<file path="src/rtl/conv3d_cfg_pkg.sv">
// conv3d_cfg_pkg: register address map, descriptor field widths, CTRL bit
// indices and FSM state encoding shared by the conv3d config front-end.
package conv3d_cfg_pkg;

    localparam logic [5:0] ADDR_WADDR      = 6'd0;
    localparam logic [5:0] ADDR_WLENGTH    = 6'd1;
    localparam logic [5:0] ADDR_WPREFETCH  = 6'd2;
    localparam logic [5:0] ADDR_XBASE      = 6'd10;
    localparam logic [5:0] ADDR_YBASE      = 6'd11;
    localparam logic [5:0] ADDR_ZBASE      = 6'd12;
    localparam logic [5:0] ADDR_XOFFSET    = 6'd13;
    localparam logic [5:0] ADDR_YOFFSET    = 6'd14;
    localparam logic [5:0] ADDR_WIDTH_IN   = 6'd15;
    localparam logic [5:0] ADDR_HEIGHT_OUT = 6'd16;
    localparam logic [5:0] ADDR_LENGTH_IN  = 6'd17;
    localparam logic [5:0] ADDR_LENGTH_OUT = 6'd18;
    localparam logic [5:0] ADDR_COMMIT     = 6'd19;
    localparam logic [5:0] ADDR_CTRL       = 6'd20;
    localparam logic [5:0] ADDR_STATUS     = 6'd21;

    localparam int GEOM_W = 9;
    localparam int LEN_W  = 18;
    localparam int WLEN_W = 8;

    localparam int CTRL_FLUSH   = 0;
    localparam int CTRL_ERR_CLR = 1;
    localparam int CTRL_IRQ_ACK = 2;
    localparam int CTRL_IRQ_EN  = 3;

    // Address-independent part of a layer descriptor; the AW-wide address
    // fields are prepended by the top, which owns the AW parameter.
    typedef struct packed {
        logic [GEOM_W-1:0] width_in;
        logic [GEOM_W-1:0] height_out;
        logic [LEN_W-1:0]  length_in;
        logic [LEN_W-1:0]  length_out;
    } desc_geom_t;

    typedef enum logic [1:0] {
        ST_IDLE  = 2'd0,
        ST_ISSUE = 2'd1,
        ST_BUSY  = 2'd2
    } state_e;

endpackage

</file>
<file path="src/rtl/conv3d_cfg_queue_if.sv">
// conv3d_cfg_queue_if: config bus plus engine-side descriptor handshake.
// Optional macro CONV3D_CFG_READBACK_EN adds the config_rdata signal.
interface conv3d_cfg_queue_if #(
    parameter int AW = 30
);
    logic          config_ena;
    logic [5:0]    config_addr;
    logic [31:0]   config_data;
`ifdef CONV3D_CFG_READBACK_EN
    logic [31:0]   config_rdata;
`endif
    logic          cfg_valid;
    logic          cfg_ready;
    logic [AW-1:0] cfg_xbase;
    logic [AW-1:0] cfg_ybase;
    logic [AW-1:0] cfg_zbase;
    logic [AW-1:0] cfg_xoffset;
    logic [AW-1:0] cfg_yoffset;
    logic [8:0]    cfg_width_in;
    logic [8:0]    cfg_height_out;
    logic [17:0]   cfg_length_in;
    logic [17:0]   cfg_length_out;
    logic          conv_done;
    logic          cfg_prefetch;
    logic [AW-1:0] cfg_waddr;
    logic [7:0]    cfg_length_w;

    modport slave (
        input  config_ena, config_addr, config_data, cfg_ready, conv_done,
`ifdef CONV3D_CFG_READBACK_EN
        output config_rdata,
`endif
        output cfg_valid, cfg_xbase, cfg_ybase, cfg_zbase, cfg_xoffset,
               cfg_yoffset, cfg_width_in, cfg_height_out, cfg_length_in,
               cfg_length_out, cfg_prefetch, cfg_waddr, cfg_length_w
    );

    modport master (
        output config_ena, config_addr, config_data, cfg_ready, conv_done,
`ifdef CONV3D_CFG_READBACK_EN
        input  config_rdata,
`endif
        input  cfg_valid, cfg_xbase, cfg_ybase, cfg_zbase, cfg_xoffset,
               cfg_yoffset, cfg_width_in, cfg_height_out, cfg_length_in,
               cfg_length_out, cfg_prefetch, cfg_waddr, cfg_length_w
    );

endinterface

</file>
<file path="src/rtl/conv3d_cfg_fifo.sv">
// conv3d_cfg_fifo: synchronous DEPTH-entry descriptor FIFO with wrapping
// pointers and an occupancy count. Flush has priority over push/pop; the
// caller guarantees push only when not full (or popping) and pop only when
// non-empty. Storage is not reset, only the pointers and count are.
module conv3d_cfg_fifo #(
    parameter int W     = 8,
    parameter int DEPTH = 4
) (
    input  logic                    clk,
    input  logic                    rst,
    input  logic                    flush,
    input  logic                    push,
    input  logic                    pop,
    input  logic [W-1:0]            wdata,
    output logic [W-1:0]            rdata,
    output logic [$clog2(DEPTH):0]  count,
    output logic                    full
);
    localparam int PW   = $clog2(DEPTH);
    localparam int CNTW = PW + 1;

    logic [W-1:0]  mem [DEPTH];
    logic [PW-1:0] wr_ptr;
    logic [PW-1:0] rd_ptr;

    // Descriptor storage write
    always_ff @(posedge clk) begin
        if (push && !flush) begin
            mem[wr_ptr] <= wdata;
        end
    end

    // Pointer and occupancy tracking; power-of-two depth wraps naturally
    always_ff @(posedge clk or negedge rst) begin
        if (!rst) begin
            wr_ptr <= '0;
            rd_ptr <= '0;
            count  <= '0;
        end else if (flush) begin
            wr_ptr <= '0;
            rd_ptr <= '0;
            count  <= '0;
        end else begin
            if (push) wr_ptr <= wr_ptr + PW'(1);
            if (pop)  rd_ptr <= rd_ptr + PW'(1);
            case ({push, pop})
                2'b10:   count <= count + CNTW'(1);
                2'b01:   count <= count - CNTW'(1);
                default: ;
            endcase
        end
    end

    assign rdata = mem[rd_ptr];
    assign full  = (count == CNTW'(DEPTH));

endmodule

</file>
<file path="src/rtl/conv3d_cfg_queue.sv">
// conv3d_cfg_queue: stages per-layer register writes, queues committed
// descriptors, issues them one at a time to the conv3d engine and tracks
// completion with a done counter and interrupt.
// Optional macro CONV3D_CFG_READBACK_EN enables the config_rdata readback mux.
module conv3d_cfg_queue
    import conv3d_cfg_pkg::*;
#(
    parameter int AW    = 30,
    parameter int DEPTH = 4,
    parameter int CW    = 16
) (
    input  logic                    clk,
    input  logic                    rst,
    conv3d_cfg_queue_if.slave       bus,
    output logic [$clog2(DEPTH):0]  q_count,
    output logic                    busy,
    output logic                    err_overflow,
    output logic                    irq
);
    localparam int QW = $clog2(DEPTH) + 1;

    typedef struct packed {
        logic [AW-1:0] xbase;
        logic [AW-1:0] ybase;
        logic [AW-1:0] zbase;
        logic [AW-1:0] xoffset;
        logic [AW-1:0] yoffset;
        desc_geom_t    geom;
    } desc_t;
    localparam int DW = $bits(desc_t);

    state_e              state, state_nxt;
    desc_t               stage;
    desc_t               head;
    logic [DW-1:0]       head_bits;
    logic [AW-1:0]       waddr;
    logic [WLEN_W-1:0]   wlength;
    logic [CW-1:0]       done_cnt;
    logic                irq_en, irq_pend, prefetch;
    logic                fifo_full, valid;
    logic                wr_ctrl, commit, flush, pop, push, done_evt, nonempty_nxt;
    logic                unused_data;

    assign wr_ctrl  = bus.config_ena && (bus.config_addr == ADDR_CTRL);
    assign commit   = bus.config_ena && (bus.config_addr == ADDR_COMMIT) && bus.config_data[0];
    assign flush    = wr_ctrl && bus.config_data[CTRL_FLUSH];
    assign pop      = (state == ST_ISSUE) && bus.cfg_ready;
    // A full queue still accepts a commit when the head leaves on the same edge.
    assign push     = commit && !flush && (!fifo_full || pop);
    assign done_evt = (state == ST_BUSY) && bus.conv_done;
    // Look-ahead occupancy lets a commit into an empty queue be offered next cycle.
    assign nonempty_nxt = !flush && (push || (q_count > QW'(pop)));
    assign unused_data  = ^bus.config_data;

    // Staging descriptor and weight registers, low bits of the write data
    always_ff @(posedge clk or negedge rst) begin
        if (!rst) begin
            stage   <= '0;
            waddr   <= '0;
            wlength <= '0;
        end else if (bus.config_ena) begin
            case (bus.config_addr)
                ADDR_WADDR:      waddr                 <= bus.config_data[AW-1:0];
                ADDR_WLENGTH:    wlength               <= bus.config_data[WLEN_W-1:0];
                ADDR_XBASE:      stage.xbase           <= bus.config_data[AW-1:0];
                ADDR_YBASE:      stage.ybase           <= bus.config_data[AW-1:0];
                ADDR_ZBASE:      stage.zbase           <= bus.config_data[AW-1:0];
                ADDR_XOFFSET:    stage.xoffset         <= bus.config_data[AW-1:0];
                ADDR_YOFFSET:    stage.yoffset         <= bus.config_data[AW-1:0];
                ADDR_WIDTH_IN:   stage.geom.width_in   <= bus.config_data[GEOM_W-1:0];
                ADDR_HEIGHT_OUT: stage.geom.height_out <= bus.config_data[GEOM_W-1:0];
                ADDR_LENGTH_IN:  stage.geom.length_in  <= bus.config_data[LEN_W-1:0];
                ADDR_LENGTH_OUT: stage.geom.length_out <= bus.config_data[LEN_W-1:0];
                default: ;
            endcase
        end
    end

    // Prefetch pulse, irq bookkeeping, done counter and overflow flag
    always_ff @(posedge clk or negedge rst) begin
        if (!rst) begin
            prefetch     <= 1'b0;
            irq_en       <= 1'b0;
            irq_pend     <= 1'b0;
            done_cnt     <= '0;
            err_overflow <= 1'b0;
        end else begin
            prefetch <= bus.config_ena && (bus.config_addr == ADDR_WPREFETCH) && bus.config_data[0];
            if (wr_ctrl) irq_en <= bus.config_data[CTRL_IRQ_EN];
            // A completion in the same cycle as an ack keeps the interrupt pending.
            if (done_evt) begin
                done_cnt <= done_cnt + CW'(1);
                irq_pend <= 1'b1;
            end else if (wr_ctrl && bus.config_data[CTRL_IRQ_ACK]) begin
                irq_pend <= 1'b0;
            end
            if (commit && !flush && fifo_full && !pop) begin
                err_overflow <= 1'b1;
            end else if (wr_ctrl && bus.config_data[CTRL_ERR_CLR]) begin
                err_overflow <= 1'b0;
            end
        end
    end

    conv3d_cfg_fifo #(
        .W     (DW),
        .DEPTH (DEPTH)
    ) u_fifo (
        .clk   (clk),
        .rst   (rst),
        .flush (flush),
        .push  (push),
        .pop   (pop),
        .wdata (stage),
        .rdata (head_bits),
        .count (q_count),
        .full  (fifo_full)
    );

    // Issue FSM state register
    always_ff @(posedge clk or negedge rst) begin
        if (!rst) state <= ST_IDLE;
        else      state <= state_nxt;
    end

    // Issue FSM next-state logic
    always_comb begin
        state_nxt = state;
        case (state)
            ST_IDLE:  if (nonempty_nxt) state_nxt = ST_ISSUE;
            ST_ISSUE: begin
                if (pop)               state_nxt = ST_BUSY;
                else if (!nonempty_nxt) state_nxt = ST_IDLE;
            end
            ST_BUSY:  if (done_evt) state_nxt = nonempty_nxt ? ST_ISSUE : ST_IDLE;
            default:  state_nxt = ST_IDLE;
        endcase
    end

    assign head  = head_bits;
    assign valid = (state == ST_ISSUE);
    assign busy  = (state == ST_BUSY);
    assign irq   = irq_pend & irq_en;

    assign bus.cfg_valid      = valid;
    assign bus.cfg_xbase      = valid ? head.xbase           : '0;
    assign bus.cfg_ybase      = valid ? head.ybase           : '0;
    assign bus.cfg_zbase      = valid ? head.zbase           : '0;
    assign bus.cfg_xoffset    = valid ? head.xoffset         : '0;
    assign bus.cfg_yoffset    = valid ? head.yoffset         : '0;
    assign bus.cfg_width_in   = valid ? head.geom.width_in   : '0;
    assign bus.cfg_height_out = valid ? head.geom.height_out : '0;
    assign bus.cfg_length_in  = valid ? head.geom.length_in  : '0;
    assign bus.cfg_length_out = valid ? head.geom.length_out : '0;
    assign bus.cfg_prefetch   = prefetch;
    assign bus.cfg_waddr      = waddr;
    assign bus.cfg_length_w   = wlength;

`ifdef CONV3D_CFG_READBACK_EN
    // Combinational register readback
    always_comb begin
        bus.config_rdata = '0;
        case (bus.config_addr)
            ADDR_WADDR:      bus.config_rdata = 32'(waddr);
            ADDR_WLENGTH:    bus.config_rdata = 32'(wlength);
            ADDR_XBASE:      bus.config_rdata = 32'(stage.xbase);
            ADDR_YBASE:      bus.config_rdata = 32'(stage.ybase);
            ADDR_ZBASE:      bus.config_rdata = 32'(stage.zbase);
            ADDR_XOFFSET:    bus.config_rdata = 32'(stage.xoffset);
            ADDR_YOFFSET:    bus.config_rdata = 32'(stage.yoffset);
            ADDR_WIDTH_IN:   bus.config_rdata = 32'(stage.geom.width_in);
            ADDR_HEIGHT_OUT: bus.config_rdata = 32'(stage.geom.height_out);
            ADDR_LENGTH_IN:  bus.config_rdata = 32'(stage.geom.length_in);
            ADDR_LENGTH_OUT: bus.config_rdata = 32'(stage.geom.length_out);
            ADDR_CTRL:       bus.config_rdata = 32'({irq_en, 3'b000});
            ADDR_STATUS:     bus.config_rdata = 32'({done_cnt, busy, err_overflow, irq, q_count});
            default: ;
        endcase
    end
`endif

endmodule

</file>
<file path="src/flat_wrapper.sv">
// flat-port wrapper written by rule: the top's interface ports become plain ports
module conv3d_cfg_queue_flat import conv3d_cfg_pkg::*;
#(
    parameter int AW    = 30,
    parameter int DEPTH = 4,
    parameter int CW    = 16
)
  (clk, rst, q_count, busy, err_overflow, irq, bus_config_ena, bus_config_addr, bus_config_data, bus_cfg_ready, bus_conv_done, bus_cfg_valid, bus_cfg_xbase, bus_cfg_ybase, bus_cfg_zbase, bus_cfg_xoffset, bus_cfg_yoffset, bus_cfg_width_in, bus_cfg_height_out, bus_cfg_length_in, bus_cfg_length_out, bus_cfg_prefetch, bus_cfg_waddr, bus_cfg_length_w);
  conv3d_cfg_queue_if #(.AW(AW)) bus_i ();
  input  logic clk;
  input  logic rst;
  output logic [$clog2(DEPTH):0] q_count;
  output logic busy;
  output logic err_overflow;
  output logic irq;
  input wire logic [$bits(bus_i.config_ena)-1:0] bus_config_ena;
  input wire logic [$bits(bus_i.config_addr)-1:0] bus_config_addr;
  input wire logic [$bits(bus_i.config_data)-1:0] bus_config_data;
  input wire logic [$bits(bus_i.cfg_ready)-1:0] bus_cfg_ready;
  input wire logic [$bits(bus_i.conv_done)-1:0] bus_conv_done;
  output wire logic [$bits(bus_i.cfg_valid)-1:0] bus_cfg_valid;
  output wire logic [$bits(bus_i.cfg_xbase)-1:0] bus_cfg_xbase;
  output wire logic [$bits(bus_i.cfg_ybase)-1:0] bus_cfg_ybase;
  output wire logic [$bits(bus_i.cfg_zbase)-1:0] bus_cfg_zbase;
  output wire logic [$bits(bus_i.cfg_xoffset)-1:0] bus_cfg_xoffset;
  output wire logic [$bits(bus_i.cfg_yoffset)-1:0] bus_cfg_yoffset;
  output wire logic [$bits(bus_i.cfg_width_in)-1:0] bus_cfg_width_in;
  output wire logic [$bits(bus_i.cfg_height_out)-1:0] bus_cfg_height_out;
  output wire logic [$bits(bus_i.cfg_length_in)-1:0] bus_cfg_length_in;
  output wire logic [$bits(bus_i.cfg_length_out)-1:0] bus_cfg_length_out;
  output wire logic [$bits(bus_i.cfg_prefetch)-1:0] bus_cfg_prefetch;
  output wire logic [$bits(bus_i.cfg_waddr)-1:0] bus_cfg_waddr;
  output wire logic [$bits(bus_i.cfg_length_w)-1:0] bus_cfg_length_w;
  assign bus_i.config_ena = bus_config_ena;
  assign bus_i.config_addr = bus_config_addr;
  assign bus_i.config_data = bus_config_data;
  assign bus_i.cfg_ready = bus_cfg_ready;
  assign bus_i.conv_done = bus_conv_done;
  assign bus_cfg_valid = bus_i.cfg_valid;
  assign bus_cfg_xbase = bus_i.cfg_xbase;
  assign bus_cfg_ybase = bus_i.cfg_ybase;
  assign bus_cfg_zbase = bus_i.cfg_zbase;
  assign bus_cfg_xoffset = bus_i.cfg_xoffset;
  assign bus_cfg_yoffset = bus_i.cfg_yoffset;
  assign bus_cfg_width_in = bus_i.cfg_width_in;
  assign bus_cfg_height_out = bus_i.cfg_height_out;
  assign bus_cfg_length_in = bus_i.cfg_length_in;
  assign bus_cfg_length_out = bus_i.cfg_length_out;
  assign bus_cfg_prefetch = bus_i.cfg_prefetch;
  assign bus_cfg_waddr = bus_i.cfg_waddr;
  assign bus_cfg_length_w = bus_i.cfg_length_w;
  conv3d_cfg_queue #(.AW(AW), .DEPTH(DEPTH), .CW(CW)) u_core (.clk(clk), .rst(rst), .bus(bus_i), .q_count(q_count), .busy(busy), .err_overflow(err_overflow), .irq(irq));
endmodule
</file>
<file path="config.mk">
export PLATFORM = sky130hd
export DESIGN_NAME = conv3d_cfg_queue_flat
export DESIGN_NICKNAME = d
export VERILOG_FILES = /design/src/rtl/conv3d_cfg_pkg.sv /design/src/rtl/conv3d_cfg_queue_if.sv /design/src/rtl/conv3d_cfg_fifo.sv /design/src/rtl/conv3d_cfg_queue.sv /design/src/flat_wrapper.sv
export SDC_FILE = /design/constraint.sdc
export NUM_CORES = 1
export LEC_CHECK = 0
export CORE_MARGIN = 2
export CORE_UTILIZATION = 25
export DETAILED_ROUTE_END_ITERATION = 8
export HOLD_SLACK_MARGIN = 0.03
export SYNTH_ARGS = -nofsm -noshare
export SYNTH_HDL_FRONTEND = slang
export SYNTH_HIERARCHICAL = 1
export SYNTH_SLANG_ARGS = --single-unit
</file>
<file path="constraint.sdc">
create_clock -name clk -period 14.75 [get_ports clk]
set_input_delay 2.95 -clock clk [delete_from_list [all_inputs] [get_ports clk]]
set_output_delay 2.95 -clock clk [all_outputs]
set_load 0.02 [all_outputs]
</file>
# [After elaboration in Yosys (flattened, before gate mapping)]
# Memory sizes are Yosys's and may differ from the RTL's.
# Index checks and enable logic that the tools add are counted.
[word_totals] reg_bits=255 mem_bits_rw=816 input_bits=43 out_inout_bits=250 wordCells=114 memories=1
[memory_table] name="u_core.u_fifo.mem" words=4 width=204 rd=1 rd_clocked_by_memory_dff=0 write_ports=1 line_no="conv3d_cfg_fifo.sv:22" text="logic [W-1:0] mem [DEPTH];"
[op_classes] addsub=4 order_cmp=1 n_eq_ne=21 n_mux=27 n_bitwise=1 n_reduce_logical=40
[ops] cell="$mux 30" count=5
[ops] cell="$eq 6x4->1 const B" count=6
[ops] cell="$mux 18" count=2
[ops] cell="$eq 6x5->1 const B" count=5
[ops] cell="$reduce_and 2->1" count=11
[ops] cell="$mux 9" count=2
[ops] cell="$logic_and 1x1->1" count=16
[ops] cell="$mux 2" count=8
[ops] cell="$reduce_bool 2->1" count=4
[ops] cell="$mux 1" count=7
[ops] cell="$eq 6x1->1 const B" count=1
[ops] cell="$eq 6x2->1 const B" count=1
[ops] cell="$logic_not 6->1" count=1
[ops] cell="$pmux 2 s3" count=1
[ops] cell="$pmux 3 s2" count=1
[ops] cell="$add 2x1->2 const B" count=2
[ops] cell="$eq 2x1->1 const B" count=2
[ops] cell="$eq 2x2->1 const B" count=2
[ops] cell="$ne 2x1->1 const B" count=2
[ops] cell="$add 3x1->3 const B" count=1
[ops] cell="$eq 3x3->1 const B" count=1
[ops] cell="$gt 3x1->1" count=1
[ops] cell="$logic_not 1->1" count=3
[ops] cell="$mux 3" count=1
[ops] cell="other kinds (7)" count=8

# [Logic depth before layout (Yosys ltp)]
# Gate-level depths: netlist of the first run.
[depth] word_depth=11 mapped_depth=9 mapped_depth_nobuf=7

# [Cells and area by module]
# Netlist of the first run, hierarchy kept.
[modules_own_cells] module="conv3d_cfg_fifo" instances=1 cells_per_inst=1108 area_per_inst_um2=29857.4 seq_area_each_um2=24678.7
[modules_own_cells] module="conv3d_cfg_queue" instances=1 cells_per_inst=799 area_per_inst_um2=10855.4 seq_area_each_um2=6206.0

# [Least setup slack after synthesis of the first run]
# No wires, ideal clock.
[synth_timing] path_kind="input to register" from="in bus_config_addr[2]" to="mem u_core/u_fifo/mem[0][0] in the netlist's numbering (enable)" setup_ps=590 t_arrival_ps=8821 t_required_ps=14160 path_slack_ps=5338 stages=6 path_buffers=2 cell_sequence="buf_2 -> or2_4 -> a2111oi_2 -> buf_2 -> nor2b_1 -> and2_1"
[synth_via] elab_chain_len=9 word_cells_on_any_way=12 cone_classes="eq/ne: 2; mux: 2; reduce/logical: 8"
[synth_rtl] item="start, declared" line_no="flat_wrapper.sv:17" text="input wire logic [$bits(bus_i.config_addr)-1:0] bus_config_addr;"
[synth_rtl] item="$eq 6x5->1" line_no="conv3d_cfg_queue.sv:44" text="assign wr_ctrl = bus.config_ena && (bus.config_addr == ADDR_CTRL);"
[synth_rtl] item="$logic_and 1x1->1" line_no="conv3d_cfg_queue.sv:44"
[synth_rtl] item="$logic_and 1x1->1" line_no="conv3d_cfg_queue.sv:46" text="assign flush = wr_ctrl && bus.config_data[CTRL_FLUSH];"
[synth_rtl] item="$logic_not 1->1" line_no="conv3d_cfg_queue.sv:49" text="assign push = commit && !flush && (!fifo_full || pop);"
[synth_rtl] item="$logic_and 1x1->1 * (2 in a row)" line_no="conv3d_cfg_queue.sv:49"
[synth_rtl] item="named net u_core.push" line_no="conv3d_cfg_queue.sv:41" text="logic wr_ctrl, commit, flush, pop, push, done_evt, nonempty_nxt;"
[synth_rtl] item="$logic_and 1x1->1 *" line_no="conv3d_cfg_fifo.sv:28" text="if (push && !flush) begin"
[synth_rtl] item="$mux 1 *" line_no="conv3d_cfg_fifo.sv:28"
[synth_rtl] item="$mux 1 (not written as such) *" line_no="conv3d_cfg_fifo.sv:29" text="mem[wr_ptr] <= wdata;"
[synth_rtl] item="end, declared" line_no="conv3d_cfg_fifo.sv:22"
# Mark *: on every way through the listed nets, which the timed path passes. The rest lies on a longest branch.

==> impl_metrics.py, run 1 <==
metrics = {
    "status": {
        "outcome": "finished clean",
    },
    "logic_synthesis": {
        "syn_avg_cell_area_sq_um": 21.3,
        "ys_ff_latch": 1071,
        "netlist-cell-type-count": 47,
        "synthMuxAreaShare_pct": 18.1,
        "async_reset_ff_share_pct": 23.8,
        "synth_area_sq_mm": 0.0407,
        "synth_top_family_by_area": "multiplexers",
        "synth_compound_area_share_pct": 0.160,
        "synth_xor_area_share_pct": 0.108,
        "synth-main-ff-cell": "edfxtp_1",
        "synth_nets": 1956,
        "synthAdderAreaFrac_pct": 0.203,
        "syn-instance-count": 1907,
        "ys_seq_area_share_pct": 75.9,
        "yosysWarnings": 6,
        "synth-simple-area-share_pct": 4.08,
        "synth_edf_count": 816,
    },
    "layout": {
        "final_cell_area_sq_mm": 0.0499,
        "nets": 2299,
        "area_growth_pct": 22.6,
        "drive_gt1_share_pct": 29.2,
        "multi_input_area_sq_mm": 0.00924,
        "num-fill-cells": 15790,
        "register_area_sq_mm": 0.0309,
        "fin_cells": 4532,
        "layout_commonest_cell": "edfxtp_1",
        "layout_common_cells": "edfxtp_1, clkdlybuf4s50_1, dfrtp_1",
        "utilization_pct": 30.8,
    },
    "die": {
        "die_w_um": 408,
        "rows": 148,
        "coreArea_sq_mm": 0.162,
        "die_h_um": 408,
        "pin_count": 293,
        "fp.dieArea_sq_mm": 0.166,
        "start_util_pct": 25.1,
    },
    "clocking": {
        "cts_setup_buffers": 0,
        "clock_latency_ns": 0.71,
        "post_cts_resized": 0,
        "cts_hold_buf": 0,
        "numCtsBuffers": 113,
        "clk_pin_slew_ns": 0.06,
        "htreeDepth": 3,
        "cts_tree": "yes",
        "clock_path_buffers": 3,
        "clock-root-buffer": "clkbuf_16",
        "clock_sinks": 1071,
    },
    "detailed_routing": {
        "first_pass_iters": 5,
        "drc_errors": 0,
        "vias_per_cell": 4.20,
        "drt_wl_total_um": 98700,
        "drt_iter0_drc": 1176,
        "via_count": 19025,
        "ant_nets": 0,
        "routedWlPerCell_um": 21.8,
    },
    "pwr": {
        "powerDensity_mw_per_mm2": 180,
        "p_leak_uw": 0.0173,
        "ir_drop_mv": 0.114,
    },
    "timing": {
        "fmax_ghz": 0.139,
        "layout_setup_ws_ns": 7.53,
        "slew_headroom_pct": 19.1,
        "fin_setup_tns_ns": 0,
        "fin_crit_sh_pct": 48.9,
        "worst_slew_pin_slew_ns": 1.21,
        "fin_crit_ns": 7.22,
        "finalClockSkew_ns": 0.0383,
        "maxSlewViolCount": 0,
        "setup_viol": 0,
        "hold_viol_final": 0,
        "rsz0062_at_grt": "false",
    },
    "worst_setup_path": {
        "worst-setup-path-type": "register to output pin",
        "worstPathMaxFanout": 33,
        "start_kind": "register",
        "cp.required_ns": 11.80,
        "worstRegToRegCells": 6,
        "arrival_ns": 4.27,
        "endpoint_kind": "output pin",
    },
    "placement": {
        "portBuffers": 290,
        "gp_congestion": 0.677,
        "dpl_cell_area_sq_mm": 0.0461,
        "detailed_place_hpwl_um": 55700,
        "dp_cells": 4310,
        "place_ws_ns": 7.77,
    },
    "min_path": {
        "hold_path_depth": 0,
        "hold_path.class": "register to register",
    },
    "grt": {
        "overflow": 0,
        "grt_pass1_vias": 19679,
        "grt_util_all_layers_pct": 11.7,
        "grt_pass1_wl_um": 141000,
        "antenna_found_initial": 21,
        "grt_max_degree": 88,
    },
    "run": {
        "max-cap-violations": 0,
    },
}
[synthesized netlist by cell type (all sizes together) (2+ instances only)]
library cell | number | area [sq um]
xor2 | 2 | 17.5
nor3 | 2 | 10.0
mux2i | 2 | 20.0
nor4b | 3 | 41.3
nand3b | 2 | 15.0
and4b | 2 | 20.0
inv | 5 | 18.8
nand3 | 5 | 30.0
and2 | 210 | 1310
or2 | 2 | 15.0
and4 | 2 | 17.5
xnor2 | 3 | 26.3
mux2 | 243 | 2740
edfxtp | 816 | 24500
buf | 67 | 464
and3b | 2 | 17.5
nand2 | 3 | 11.3
nor2 | 9 | 36.3
nor2b | 4 | 25.0
nor3b | 5 | 42.5
mux4 | 204 | 4590
o21ai | 2 | 10.0
nand4b | 3 | 32.5
ha | 5 | 62.6
dfrtp | 255 | 6380
clkbuf | 38 | 143
[kinds of logic (layout without fill, tap and decap cells)]
kind of cell               Yosys count  after routing
buffers and inverters              110            553
DFF                               1071           1071
other                                0              7
adders and majority gates            6              6
and+or+nand+nor                    258            258
AOI/OAI and AO/OA                    8              8
muxes                              449            449
xor gates and xnor gates             5              5
[sequential cells by signal, indices dropped and copies added, names as in the netlist]
signal / cells
u_core/bus.cfg_prefetch: 1
u_core/bus.cfg_length_w: 8
u_core/stage: 204
u_core/state: 2
u_core/u_fifo/wr_ptr: 2
u_core/u_fifo/rd_ptr: 2
u_core/u_fifo/count: 3
u_core/irq_en: 1
u_core/bus.cfg_waddr: 30
u_core/u_fifo/mem: 816
u_core/irq_pend: 1
u_core/err_overflow: 1
[worst paths after layout]
kind / slack (ns) / endpoint / start
setup / recovery: 7.53 / bus_cfg_yoffset[4] / u_core/u_fifo/rd_ptr[0]
hold / removal: 0.49 / u_core/u_fifo/mem[3][169] / u_core/stage[169]
setup reg to reg: 11.04 / u_core/u_fifo/mem[0][140] / u_core/state[1]
hold reg to reg: 0.49 / u_core/u_fifo/mem[3][169] / u_core/stage[169]
max in group asynchronous: 9.88 / u_core/stage[97] / rst
min in group asynchronous: 2.24 / u_core/bus.cfg_waddr[2] / rst
[layout make-up]
type	count	area share (%)
Antenna cell	7	0.0351
Clock buffer	161	6.39
Clock inverter	54	1.23
Inverter	5	0.0376
Multi-Input combinational cell	726	18.5
Sequential cell	1071	61.9
Tap cell	2175	5.45
Timing Repair Buffer	333	6.49
[per-stage QoR]
stage	hold WS (ns)	power, uW
after floorplan	0.458	5150
after global placement	0.475	6260
after detailed placement	0.481	6270
after CTS	0.485	9170
after global routing	0.518	9390
final	0.490	8990
[critical path, stage by stage, from the launching register on]
cell and delay [ns]:
dfrtp_4 0.83, buf_4 0.64, buf_4 0.69, mux4_2 0.59, and2_1 0.15, clkdlybuf4s50_1 0.61
[power breakdown]
| part | total, uW | internal (uW) | leakage [uW] | switching (uW) |
|---|---|---|---|---|
| sequential | 3570 | 3420 | 0.0109 | 156 |
| combinational | 2560 | 1250 | 0.00465 | 1310 |
| clock | 2860 | 1660 | 0.00183 | 1200 |
[routing by layer]
layer | vias up | share of wire, % | GRT usage, %
met3 | 126 | 6.0 | 2.55
met4 | 10 | 1.9 | 3.36
met2 | 490 | 48 | 18.9
li1 | 8239 | - | -
met1 | 10160 | 44 | 15.8
met5 | - | 0.065 | 0
No activity file was read; power rests on OpenSTA's default activity.
==> run 2: changes to the inputs <==
- clock period: 14.75 -> 7.1 ns (I/O delays scaled with it)
==> run 2 against run 1 <==
Via count grew 0.65%; wire length grew 1.1%; cell area grew 0.50%; combinational power grew 110%; clock skew grew 0.018 ns; largest power group unchanged.
==> impl_metrics.py, run 2 (synthesis gave the netlist of run 1 again) <==
metrics = {
    "status": {
        "outcome": "finished clean",
    },
    "worst_setup_path": {
        "start_kind": "register",
        "arrival_ns": 3.65,
        "crit_slowest_cell": "dfrtp_4",
        "critical-path-top-delay-family": "buffers and inverters",
        "cp.required_ns": 5.68,
        "max_stage_delay_ns": 0.93,
        "worstPathMaxFanout": 31,
        "endpoint_kind": "output pin",
        "worst-setup-path-type": "register to output pin",
        "path_cells": "buf_4 > mux4_2 > and2_1 > clkdlybuf4s50_1",
        "rrSetupSlack_ns": 3.96,
        "critPathBufInv": 2,
    },
    "timing": {
        "fin_setup_tns_ns": 0,
        "setup_viol": 0,
        "slew_headroom_pct": 27.7,
        "hold_viol_final": 0,
        "fin_crit_sh_pct": 71.3,
        "maxSlewViolCount": 0,
        "finalClockSkew_ns": 0.0562,
        "fmax_ghz": 0.197,
        "rsz0062_at_grt": "false",
        "fin_crit_ns": 5.07,
        "worst_slew_pin_slew_ns": 1.08,
    },
    "grt": {
        "grt_pass1_vias": 19875,
        "overflow": 0,
        "grt_max_degree": 206,
        "met2_usage_pct": 18.9,
        "grt_use_met1_pct": 16.5,
        "antenna_found_initial": 16,
        "grt_util_all_layers_pct": 11.9,
        "met3_usage_pct": 2.26,
        "busiest_layer": "met2",
        "grt_pass1_wl_um": 144000,
    },
    "clocking": {
        "post_cts_resized": 0,
        "clk_pin_slew_ns": 0.06,
        "clock_path_buffers": 3,
        "clock_latency_ns": 0.74,
        "htreeDepth": 3,
        "cts_hold_buf": 0,
        "numCtsBuffers": 113,
        "cts_setup_buffers": 0,
        "cts_tree": "yes",
        "clock_sinks": 1071,
        "clock-root-buffer": "clkbuf_16",
    },
    "layout": {
        "drive_gt1_share_pct": 28.9,
        "fin_cells": 4526,
        "nets": 2296,
        "final_cell_area_sq_mm": 0.0502,
        "layout_commonest_cell": "edfxtp_1",
        "regMostFlops": "u_core/u_fifo/mem",
        "layout_common_cells": "edfxtp_1, clkdlybuf4s50_1, dfrtp_1",
        "largest_reg_flops": 816,
        "utilization_pct": 30.9,
        "num-fill-cells": 15757,
        "area_growth_pct": 23.2,
    },
    "run": {
        "max-cap-violations": 0,
    },
    "pwr": {
        "powerDensity_mw_per_mm2": 375,
        "power.total_uw": 18800,
        "ir_drop_mv": 0.378,
        "p_leak_uw": 0.0174,
    },
    "detailed_routing": {
        "vias_per_cell": 4.23,
        "drt_wl_total_um": 99800,
        "drc_errors": 0,
        "ant_nets": 0,
        "first_pass_iters": 5,
        "via_count": 19149,
        "routedWlPerCell_um": 22.0,
        "drt_iter0_drc": 1175,
    },
    "placement": {
        "dpl_cell_area_sq_mm": 0.0463,
        "dp_cells": 4307,
        "portBuffers": 290,
        "detailed_place_hpwl_um": 55400,
        "gp_congestion": 0.676,
    },
    "die": {
        "coreArea_sq_mm": 0.162,
        "start_util_pct": 25.1,
        "die_h_um": 408,
        "rows": 148,
        "fp.dieArea_sq_mm": 0.166,
        "die_w_um": 408,
        "pin_count": 293,
    },
    "min_path": {
        "hold_path.class": "register to register",
    },
}
[run 2: cell count changes in the layout (fill, tap and decap cells not counted), sizes merged]
cell           change
clkinvlp           -7
bufinv             +5
clkinv             +5
buf                -4
clkbuf             -3
diode              -3
clkdlybuf4s50      +1
[run 2: worst paths after layout]
| kind | start | end | cells past startpoint |
|---|---|---|---|
| worst min-delay path | u_core/stage[28] | u_core/u_fifo/mem[1][28] | 0 |
| worst max-delay path | u_core/u_fifo/rd_ptr[0] | bus_cfg_zbase[26] | 4 |
| worst max register to register | u_core/state[1] | u_core/u_fifo/mem[3][94] | 6 |
| max in group asynchronous | rst | u_core/stage[170] | 2 |
| worst min register to register | u_core/stage[28] | u_core/u_fifo/mem[1][28] | 0 |
| min in group asynchronous | rst | u_core/stage[102] | 1 |
[run 2: worst reg2reg max path, delay by kind of cell (launching register included)]
family | cells | cell delay (ns)
and+or+nand+nor | 3 | 1.10
buffers and inverters | 2 | 0.63
DFF | 1 | 0.42
AOI/OAI and AO/OA | 1 | 0.41
[run 2: per-layer routing]
metal | part of all wire, % | wire length [um]
met5 | 0.010 | 10
met4 | 2.1 | 2060
met3 | 5.5 | 5470
met2 | 48 | 47700
met1 | 45 | 44600
[run 2: report_power, final]
group | internal, uW | switching, uW
sequential | 7090 | 371
clock | 3570 | 2480
combinational | 2630 | 2690
total | 13300 | 5540
[run 2: cell type report]
cell class                      count  area [sq um]  area share (%)
Antenna cell                        4          10.0          0.0199
Clock buffer                      158          3130            6.23
Inverter                            5          18.8          0.0374
Sequential cell                  1071         30900            61.6
Timing Repair Buffer              330          3450            6.87
Multi-Input combinational cell    726          9240            18.4
Clock inverter                     57           722            1.44
Tap cell                         2175          2720            5.42
[run 2: through the flow]
step,worst slack [ns],hold slack [ns]
6_report,2.03,0.495
5_1_grt,1.71,0.519
4_1_cts,1.82,0.491
3_5_place_dp,2.35,0.481
3_3_place_gp,2.38,0.477
2_1_floorplan,1.52,0.458
==> edit, RTL diff (settings of run 2) <==
The 3 states of `state_e` get a one-hot encoding in 3 bits.
--- a/src/rtl/conv3d_cfg_pkg.sv
+++ b/src/rtl/conv3d_cfg_pkg.sv
@@ -36,10 +36,10 @@
         logic [LEN_W-1:0]  length_out;
     } desc_geom_t;
 
-    typedef enum logic [1:0] {
-        ST_IDLE  = 2'd0,
-        ST_ISSUE = 2'd1,
-        ST_BUSY  = 2'd2
+    typedef enum logic [2:0] {
+        ST_IDLE  = 3'b001,
+        ST_ISSUE = 3'b010,
+        ST_BUSY  = 3'b100
     } state_e;
 
 endpackage
Formal check against the unedited RTL: same outputs for any inputs over 4 cycles, from zero or initial values and one cycle with rst low; so few cycles prove little.
==> edit against run 2 <==
  * Sequential cell count grew 1
  * Clock skew shrank 0.029 ns
  * Synthesized area grew 0.51%
  * Power shrank 8.2%
  * Critical endpoint is now bus_cfg_length_out[3]
  * Setup slack lost 0.13 ns
  * Final area grew 0.41%
  * Clock power grew 2%
  * Critical path type unchanged
  * Wire length grew 1.0%
==> edit: results (changes against run 2) <==
- Worst r2r dst: u_core/u_fifo/mem[1][26] (was u_core/u_fifo/mem[3][94])
- Post-DP HPWL: 55.05 mm (was 55.39 mm)
- R2R Path Start: u_core/state[2] (was u_core/state[1])
- Hold Crit Depth: 1 (was 0)
- Largest net degree at the start of global routing: 132 (was 206)
- Area post-placement: 0.04644 mm^2 (was 0.04632 mm^2)
- Synth cell types: 52 (was 47)
- Register area: 0.03092 mm^2 (was 0.03089 mm^2)
- GR Util met3: 2.001% (was 2.256%)
- Clk cell area share: 7.823% (was 7.670%)
- Area share of the largest cell type after synthesis: 59.88% (was 60.19%)
- CP max FO: 38 (was 31)
- R2R setup slack: 3.65 ns (was 3.96 ns)
- Synth cell count leaders: edfxtp_1 (816), dfrtp_1 (255), mux2_2 (224) (was edfxtp_1 (816), dfrtp_1 (255), mux2_2 (240))
- Highest routed layer: met4 (was met5)
- Run status: complete, no violations (unchanged)
- Vias in the first global route: 20480 (was 19880)
- Post-synthesis compound-gate area fraction: 0.2110% (was 0.1598%)
- Starting DRT DRC Count: 1315 (was 1175)
- Sequential fraction of the synthesis area: 75.54% (was 75.86%)
- CLK BUF: 146 (was 158)
- #MultiIn Comb: 739 (was 726)
- Routed wl met2: 51.73 mm (was 47.66 mm)
- Worst slack, placed: 1.968 ns (was 2.347 ns)
- Die width: 408.6 um (was 407.6 um)
- Met2 usage: 20.73% (was 18.92%)
- Fillers: 15950 (was 15760)
- Skew-Pair Late Insertion Delay: 0.72 ns (was 0.74 ns)
- Initial antenna violation count: 10 (was 16)
- Synth Area in Adders: 0.2018% (was 0.2028%)
- WP data arrival: 3.77 ns (was 3.65 ns)
- Met3 Wirelength: 4.796 mm (was 5.467 mm)
- Buffers excl. clock: 328 (was 330)
- Ant. Diodes: 2 (was 4)
- Relative slew slack: 29.38% (was 27.74%)
- Fin Hold WS: 0.4959 ns (was 0.4946 ns)
- Layout Skew: 0.02745 ns (was 0.05620 ns)
- R2R cell count: 5 (was 6)
- Final core occ: 30.99% (was 30.93%)
- Post-synthesis net count: 1966 (was 1956)
- Seq cells post-synth: 1072 (was 1071)
- Dpl cells: 4320 (was 4307)
- M1 WL: 42.18 mm (was 44.59 mm)
[edit: changes by cell type after synthesis, moves of 3 or more]
cell     before  now
mux2_2      240  224
buf_2        44   29
mux2_4        0   11
buf_6        20   30
nor2_1        8   15
mux2_1        3    8
nand2_1       3    8
nand3_1       4    1
o21ai_0       2    5
[edit: worst max path at each step]
stage / end / cells past startpoint / startpoint
finish: bus_cfg_length_out[3] / 4 / u_core/u_fifo/rd_ptr[0]
global route: bus_cfg_yoffset[7] / 4 / u_core/u_fifo/rd_ptr[0]
CTS: bus_cfg_length_out[3] / 4 / u_core/u_fifo/rd_ptr[0]
detailed placement: u_core/u_fifo/mem[1][30] / 7 / bus_config_data[0]
global placement: u_core/u_fifo/mem[1][25] / 7 / bus_config_data[0]
floorplan: u_core/u_fifo/mem[0][0] / 5 / bus_config_addr[3]
[edit: power by group]
part           internal [mW]  switching [mW]  total (mW)  leakage, nW
Combinational           1.89            1.77        3.66         4.76
Clock                   3.66            2.51        6.17         1.91
Sequential              7.10           0.352        7.46         10.9
